==> config.mk <==
export PLATFORM = sky130hd
export DESIGN_NAME = unstriper
export DESIGN_NICKNAME = d
export VERILOG_FILES = /design/src/rtl/unstriper.sv
export SDC_FILE = /design/constraint.sdc
export NUM_CORES = 1
export LEC_CHECK = 0
export CELL_PAD_IN_SITES_DETAIL_PLACEMENT = 0
export CELL_PAD_IN_SITES_GLOBAL_PLACEMENT = 2
export CORE_MARGIN = 3
export CORE_UTILIZATION = 45
export DETAILED_ROUTE_END_ITERATION = 10
export GPL_TIMING_DRIVEN = 1
export PLACE_DENSITY = 0.91
export SETUP_SLACK_MARGIN = 0.3
export SYNTH_ARGS = -nofsm -noshare
export SYNTH_HDL_FRONTEND = slang
export SYNTH_SLANG_ARGS = --single-unit
==> constraint.sdc <==
create_clock -name clk_2f -period 3.6 [get_ports clk_2f]
set_input_delay 0.72 -clock clk_2f [delete_from_list [all_inputs] [get_ports clk_2f]]
set_output_delay 0.72 -clock clk_2f [all_outputs]
set_load 0.01 [all_outputs]
==> src/rtl/unstriper.sv <==
// ============================================================================
// unstriper
// ----------------------------------------------------------------------------
// Recombines two byte lanes into one byte stream. Each lane has its own small
// FIFO. A two-state machine names the lane whose byte must come out next
// (WAIT_0 / WAIT_1). When that lane has a byte it is popped into the
// registered output and the expectation flips to the other lane. When it has
// no byte the output stalls, even if the other lane has bytes waiting, so
// lane order L0, L1, L0, L1 ... is always kept.
//
// A byte written at one edge can be popped no earlier than the next edge:
// there is no write-to-read bypass. A write to a full FIFO is dropped unless
// that FIFO is popped at the same edge.
//
// Configuration macro:
//   UNSTRIPER_OVERFLOW_FLAG_EN  defined   -> overflow is a sticky flag that is
//                                            set by any dropped write and is
//                                            cleared only by reset.
//                               undefined -> overflow is tied to 0 and no flag
//                                            register exists. Drop-on-full
//                                            behaviour is unchanged.
//
// Parameters:
//   FIFO_DEPTH        entries per lane FIFO (power of two, 2..16)
//
// Ports:
//   clk_2f            in   sole clock, rising edge
//   reset_L           in   synchronous, active-low reset
//   data_stripe_0     in   [7:0] lane 0 byte
//   valid_stripe_0    in   lane 0 byte valid this cycle
//   data_stripe_1     in   [7:0] lane 1 byte
//   valid_stripe_1    in   lane 1 byte valid this cycle
//   data_unstripped   out  [7:0] recombined byte (registered, held when idle)
//   valid_unstripped  out  data_unstripped valid (registered)
//   overflow          out  sticky lane FIFO overflow flag
// ============================================================================
module unstriper #(
   parameter int FIFO_DEPTH = 4
) (
   input  logic       clk_2f,
   input  logic       reset_L,
   input  logic [7:0] data_stripe_0,
   input  logic       valid_stripe_0,
   input  logic [7:0] data_stripe_1,
   input  logic       valid_stripe_1,
   output logic [7:0] data_unstripped,
   output logic       valid_unstripped,
   output logic       overflow
);

   localparam int PTR_W = $clog2(FIFO_DEPTH);
   localparam int CNT_W = PTR_W + 1;
   localparam logic [CNT_W-1:0] DEPTH_C = CNT_W'(FIFO_DEPTH);
   localparam logic [CNT_W-1:0] CNT_ONE = CNT_W'(1);
   localparam logic [PTR_W-1:0] PTR_ONE = PTR_W'(1);

   typedef enum logic {
      WAIT_0 = 1'b0,
      WAIT_1 = 1'b1
   } state_e;

   // ------------------------------------------------------------------------
   // Storage and state
   // ------------------------------------------------------------------------
   logic [7:0]       mem0_q [FIFO_DEPTH];
   logic [7:0]       mem1_q [FIFO_DEPTH];

   logic [PTR_W-1:0] wr0_q, wr0_d, rd0_q, rd0_d;
   logic [PTR_W-1:0] wr1_q, wr1_d, rd1_q, rd1_d;
   logic [CNT_W-1:0] cnt0_q, cnt0_d;
   logic [CNT_W-1:0] cnt1_q, cnt1_d;

   state_e           state_q;
   logic [7:0]       data_q;
   logic             valid_q;

   // ------------------------------------------------------------------------
   // Per-edge control
   // ------------------------------------------------------------------------
   logic       pop0_s, pop1_s;
   logic       full0_s, full1_s;
   logic       push0_s, push1_s;
   logic [7:0] head0_s, head1_s;

   // Pop/push decisions and the head bytes offered to the output register.
   always_comb begin
      pop0_s  = 1'b0;
      pop1_s  = 1'b0;
      full0_s = 1'b0;
      full1_s = 1'b0;
      push0_s = 1'b0;
      push1_s = 1'b0;
      head0_s = mem0_q[rd0_q];
      head1_s = mem1_q[rd1_q];

      // Only the expected lane may pop. An empty count blocks the pop even
      // when a write arrives at the same edge, so there is no bypass.
      pop0_s  = (state_q == WAIT_0) && (cnt0_q != '0);
      pop1_s  = (state_q == WAIT_1) && (cnt1_q != '0);

      full0_s = (cnt0_q == DEPTH_C);
      full1_s = (cnt1_q == DEPTH_C);

      // A full FIFO still takes a write when its head leaves at the same edge.
      push0_s = valid_stripe_0 && (!full0_s || pop0_s);
      push1_s = valid_stripe_1 && (!full1_s || pop1_s);
   end

   // Next pointers and counts for both lane FIFOs.
   always_comb begin
      wr0_d  = wr0_q;
      rd0_d  = rd0_q;
      wr1_d  = wr1_q;
      rd1_d  = rd1_q;
      cnt0_d = cnt0_q;
      cnt1_d = cnt1_q;

      if (push0_s) begin
         wr0_d = wr0_q + PTR_ONE;
      end else begin
         wr0_d = wr0_q;
      end

      if (pop0_s) begin
         rd0_d = rd0_q + PTR_ONE;
      end else begin
         rd0_d = rd0_q;
      end

      if (push1_s) begin
         wr1_d = wr1_q + PTR_ONE;
      end else begin
         wr1_d = wr1_q;
      end

      if (pop1_s) begin
         rd1_d = rd1_q + PTR_ONE;
      end else begin
         rd1_d = rd1_q;
      end

      // A push and a pop at the same edge leave the count unchanged.
      case ({push0_s, pop0_s})
         2'b10:   cnt0_d = cnt0_q + CNT_ONE;
         2'b01:   cnt0_d = cnt0_q - CNT_ONE;
         default: cnt0_d = cnt0_q;
      endcase

      case ({push1_s, pop1_s})
         2'b10:   cnt1_d = cnt1_q + CNT_ONE;
         2'b01:   cnt1_d = cnt1_q - CNT_ONE;
         default: cnt1_d = cnt1_q;
      endcase
   end

   // FIFO pointer and count registers. Reset discards all buffered bytes.
   always_ff @(posedge clk_2f) begin
      if (!reset_L) begin
         wr0_q  <= '0;
         rd0_q  <= '0;
         cnt0_q <= '0;
         wr1_q  <= '0;
         rd1_q  <= '0;
         cnt1_q <= '0;
      end else begin
         wr0_q  <= wr0_d;
         rd0_q  <= rd0_d;
         cnt0_q <= cnt0_d;
         wr1_q  <= wr1_d;
         rd1_q  <= rd1_d;
         cnt1_q <= cnt1_d;
      end
   end

   // Lane FIFO storage. Bytes presented during reset are ignored.
   // On a full FIFO that pops and pushes at the same edge, the write and read
   // slots coincide. The output register captures the old head, and the new
   // byte becomes the tail.
   always_ff @(posedge clk_2f) begin
      if (reset_L && push0_s) begin
         mem0_q[wr0_q] <= data_stripe_0;
      end
      if (reset_L && push1_s) begin
         mem1_q[wr1_q] <= data_stripe_1;
      end
   end

   // Lane-order state machine with registered output byte and valid.
   always_ff @(posedge clk_2f) begin
      if (!reset_L) begin
         state_q <= WAIT_0;
         data_q  <= 8'h00;
         valid_q <= 1'b0;
      end else begin
         case (state_q)
            WAIT_0: begin
               if (pop0_s) begin
                  data_q  <= head0_s;
                  valid_q <= 1'b1;
                  state_q <= WAIT_1;
               end else begin
                  // Stall: the byte is held and lane 1 bytes stay queued.
                  valid_q <= 1'b0;
               end
            end
            WAIT_1: begin
               if (pop1_s) begin
                  data_q  <= head1_s;
                  valid_q <= 1'b1;
                  state_q <= WAIT_0;
               end else begin
                  valid_q <= 1'b0;
               end
            end
            default: begin
               state_q <= WAIT_0;
               valid_q <= 1'b0;
            end
         endcase
      end
   end

   assign data_unstripped  = data_q;
   assign valid_unstripped = valid_q;

`ifdef UNSTRIPER_OVERFLOW_FLAG_EN
   logic overflow_q;
   logic drop_s;

   // A write is lost only when its FIFO is full and is not popped at that edge.
   assign drop_s = (valid_stripe_0 && full0_s && !pop0_s) ||
                   (valid_stripe_1 && full1_s && !pop1_s);

   // Sticky overflow flag, cleared only by reset.
   always_ff @(posedge clk_2f) begin
      if (!reset_L) begin
         overflow_q <= 1'b0;
      end else if (drop_s) begin
         overflow_q <= 1'b1;
      end else begin
         overflow_q <= overflow_q;
      end
   end

   assign overflow = overflow_q;
`else
   assign overflow = 1'b0;
`endif

endmodule

==> qor.yml <==
grt_start_max_net_pins: 33
drive_gt1_share_pct: 17.2
ys_seq_elements: 92
route.antenna.remaining_nets: 0
outcome: "finished clean"
mappedNetlistNets: 270
ys.flop_type: "edfxtp_1"
crit_required_ps: 3840
core_um2: 7890
holdBufCountCts: 0
overflow: 0
dieArea_um2: 9460
worstPathArrival_ps: 2520
synth_most_common_cell: "edfxtp_1"
grt_first_pass_wirelength_mm: 9.96
ys_top_cells_by_area: "edfxtp_1, dfxtp_1, mux4_2"
maxSlewHeadroom_pct: 55.4
routed_wl_mm: 6.05
setup_violations: 0
maxCapViolCount: 0
numPortBuffers: 28
wl_per_cell_um: 16.1
clk_pin_slew_ps: 90
antenna_found_initial: 0
crit_path_start: "valid_stripe_1"
ctsResizeCount: 0
synth_top_area_share_pct: 51.3
dr.pass1.iters: 4
synth_edf_count: 64
viasPerCell: 5.15
vias: 1937
drv_slew: 0
cp_top_family: "simple AND/OR/NAND/NOR gates"
min_from: "data_unstripped[0]"
cpPeakStageDelay_ps: 470
cts_tree: "yes"
fin_crit_sh_pct: 63.3
hold_path_class: "flip-flop to flip-flop"
syn_area_per_cell_um2: 15.6
vdd_ir_drop_max_v: 0.000300
grt_pass1_vias: 1934
critPathSlowestCell: "clkdlybuf4s50_1"
synth_area_um2: 3750
p_leak_nw: 1.46
die_x_um: 97.3
max_freq_mhz: 439
critical_path_class: "input pin to flip-flop"
hold_viol: 0
drc: 0
clock_path_buffers: 2
cts.htree.levels: 3
synth_warnings: 0
gp_congestion: 0.731
insertion_delay_ps: 350
grt_usage_pct: 13.4
clock_sinks: 92
start_util_pct: 47.5
ys_seq_area_share_pct: 66.2
rows: 32
cp_cell_sequence: "clkdlybuf4s50_1 > or2_1 > fa_1 > or3b_1 > a31oi_1 > a21boi_1"
syn_inst: 240
place_ws_ps: 972
holdPathStages: 1
power_density_nw_per_um2: 624
yosysUniqueCellTypes: 41
r2r-start: "cnt1_q[1]"
dp_hpwl_mm: 4.18
rr_worst_depth: 6
cts_root_buf: "clkbuf_8"
nNetsFinal: 299
cp-start-kind: "input pin"
rsz0062_at_grt: "false"
fin_crit_ps: 2280
worstMarginPinSlew_ps: 668
netlist_top_cells_count: "edfxtp_1, dfxtp_1, mux2_2, nand2_1, mux4_2"
synth_top_area_cell: "edfxtp_1"
postCtsSetupRepairBufs: 0
fin_total_pwr_mw: 2.67
setup-tns-final_ps: 0
crit_fanout: 5
io_pins: 30
path_buf_inv: 1
cp_num_cells: 6
clock_skew_ps: 9.75
synthArstFlopShare_pct: 0
antenna_cells: 0
die_h_um: 97.3
end_kind: "flip-flop"
hold_ws_ps: 473
cts_buffers: 9
drtIter0Drc: 113
finalWorstSetupSlack_ps: 1320
area_growth_pct: 14.1
area by class of cell:
cell class | instances | area (um2)
sequential | 92 | 2480
timing repair buffer | 30 | 295
tap | 102 | 128
clock buffer | 11 | 131
fill | 629 | 3610
inverter | 9 | 33.8
multi-input combinational | 127 | 1170
clock inverter | 5 | 37.5
cell families (layout without fill, tap and decap cells):
| group | count (synthesis) | in the layout | share of synthesized area, % |
|---|---|---|---|
| XOR/XNOR | 6 | 6 | 1.40 |
| AND/OR/NAND/NOR | 48 | 48 | 7.31 |
| adder cells (fa/ha/maj) | 10 | 10 | 3.74 |
| flip-flops | 92 | 92 | 66.2 |
| other | 1 | 1 | 0.100 |
| AO/OA/AOI/OAI | 31 | 31 | 6.61 |
| multiplexers | 31 | 31 | 12.0 |
| buffers and inverters | 21 | 55 | 2.57 |
registers in the layout, indices dropped and copies added (netlist names), 3 cells and up, named ones only:
register / flops
data_unstripped: 8
mem0_q: 32
cnt0_q: 3
cnt1_q: 3
mem1_q: 32
cell usage in the layout, fill, tap and decap left out, types with 3 or more instances in the layout:
cell / synthesis / final
edfxtp_1: 64 / 64
dfxtp_1: 28 / 28
clkdlybuf4s50_1: 0 / 28
nand2_1: 12 / 12
mux2_2: 12 / 12
mux4_2: 10 / 10
mux2i_1: 9 / 9
clkbuf_8: 0 / 9
inv_1: 8 / 8
o21ai_0: 8 / 8
and2_1: 8 / 8
ha_1: 8 / 8
o2bb2ai_1: 7 / 7
o22a_1: 6 / 6
and3_1: 4 / 4
and3_2: 4 / 4
xnor2_1: 4 / 4
nor2b_1: 3 / 3
nor2_1: 3 / 3
a31oi_1: 3 / 3
nand2b_1: 3 / 3
path summary, 6_finish.rpt:
path         slack (ps)            endpoint
min reg2reg         470  data_unstripped[0]
max reg2reg        1570           cnt1_q[2]
min                 470  data_unstripped[0]
max                1320           cnt1_q[2]
layer usage:
metal | part of all wire [%] | track usage, % | vias to the layer above
met5 | 0 | 0 | -
met4 | 0.86 | 3.19 | 0
met3 | 3.6 | 4.52 | 6
met2 | 46 | 19.9 | 30
met1 | 49 | 19.2 | 945
li1 | - | - | 956
stage by stage:
step	area [um2]	util [%]	std cells
finish	4280	54.2	376
global route	4280	54.2	376
CTS	4280	54.2	376
detailed placement	4110	52.1	360
global placement	4110	52.1	360
floorplan	3750	-	240
power breakdown:
group | switching (mW) | leakage, nW | internal [mW] | total (mW)
logic | 0.314 | 0.565 | 0.360 | 0.674
registers | 0.130 | 0.812 | 1.26 | 1.39
clock network | 0.349 | 0.0799 | 0.254 | 0.603
(Power assumes the default switching activity.)
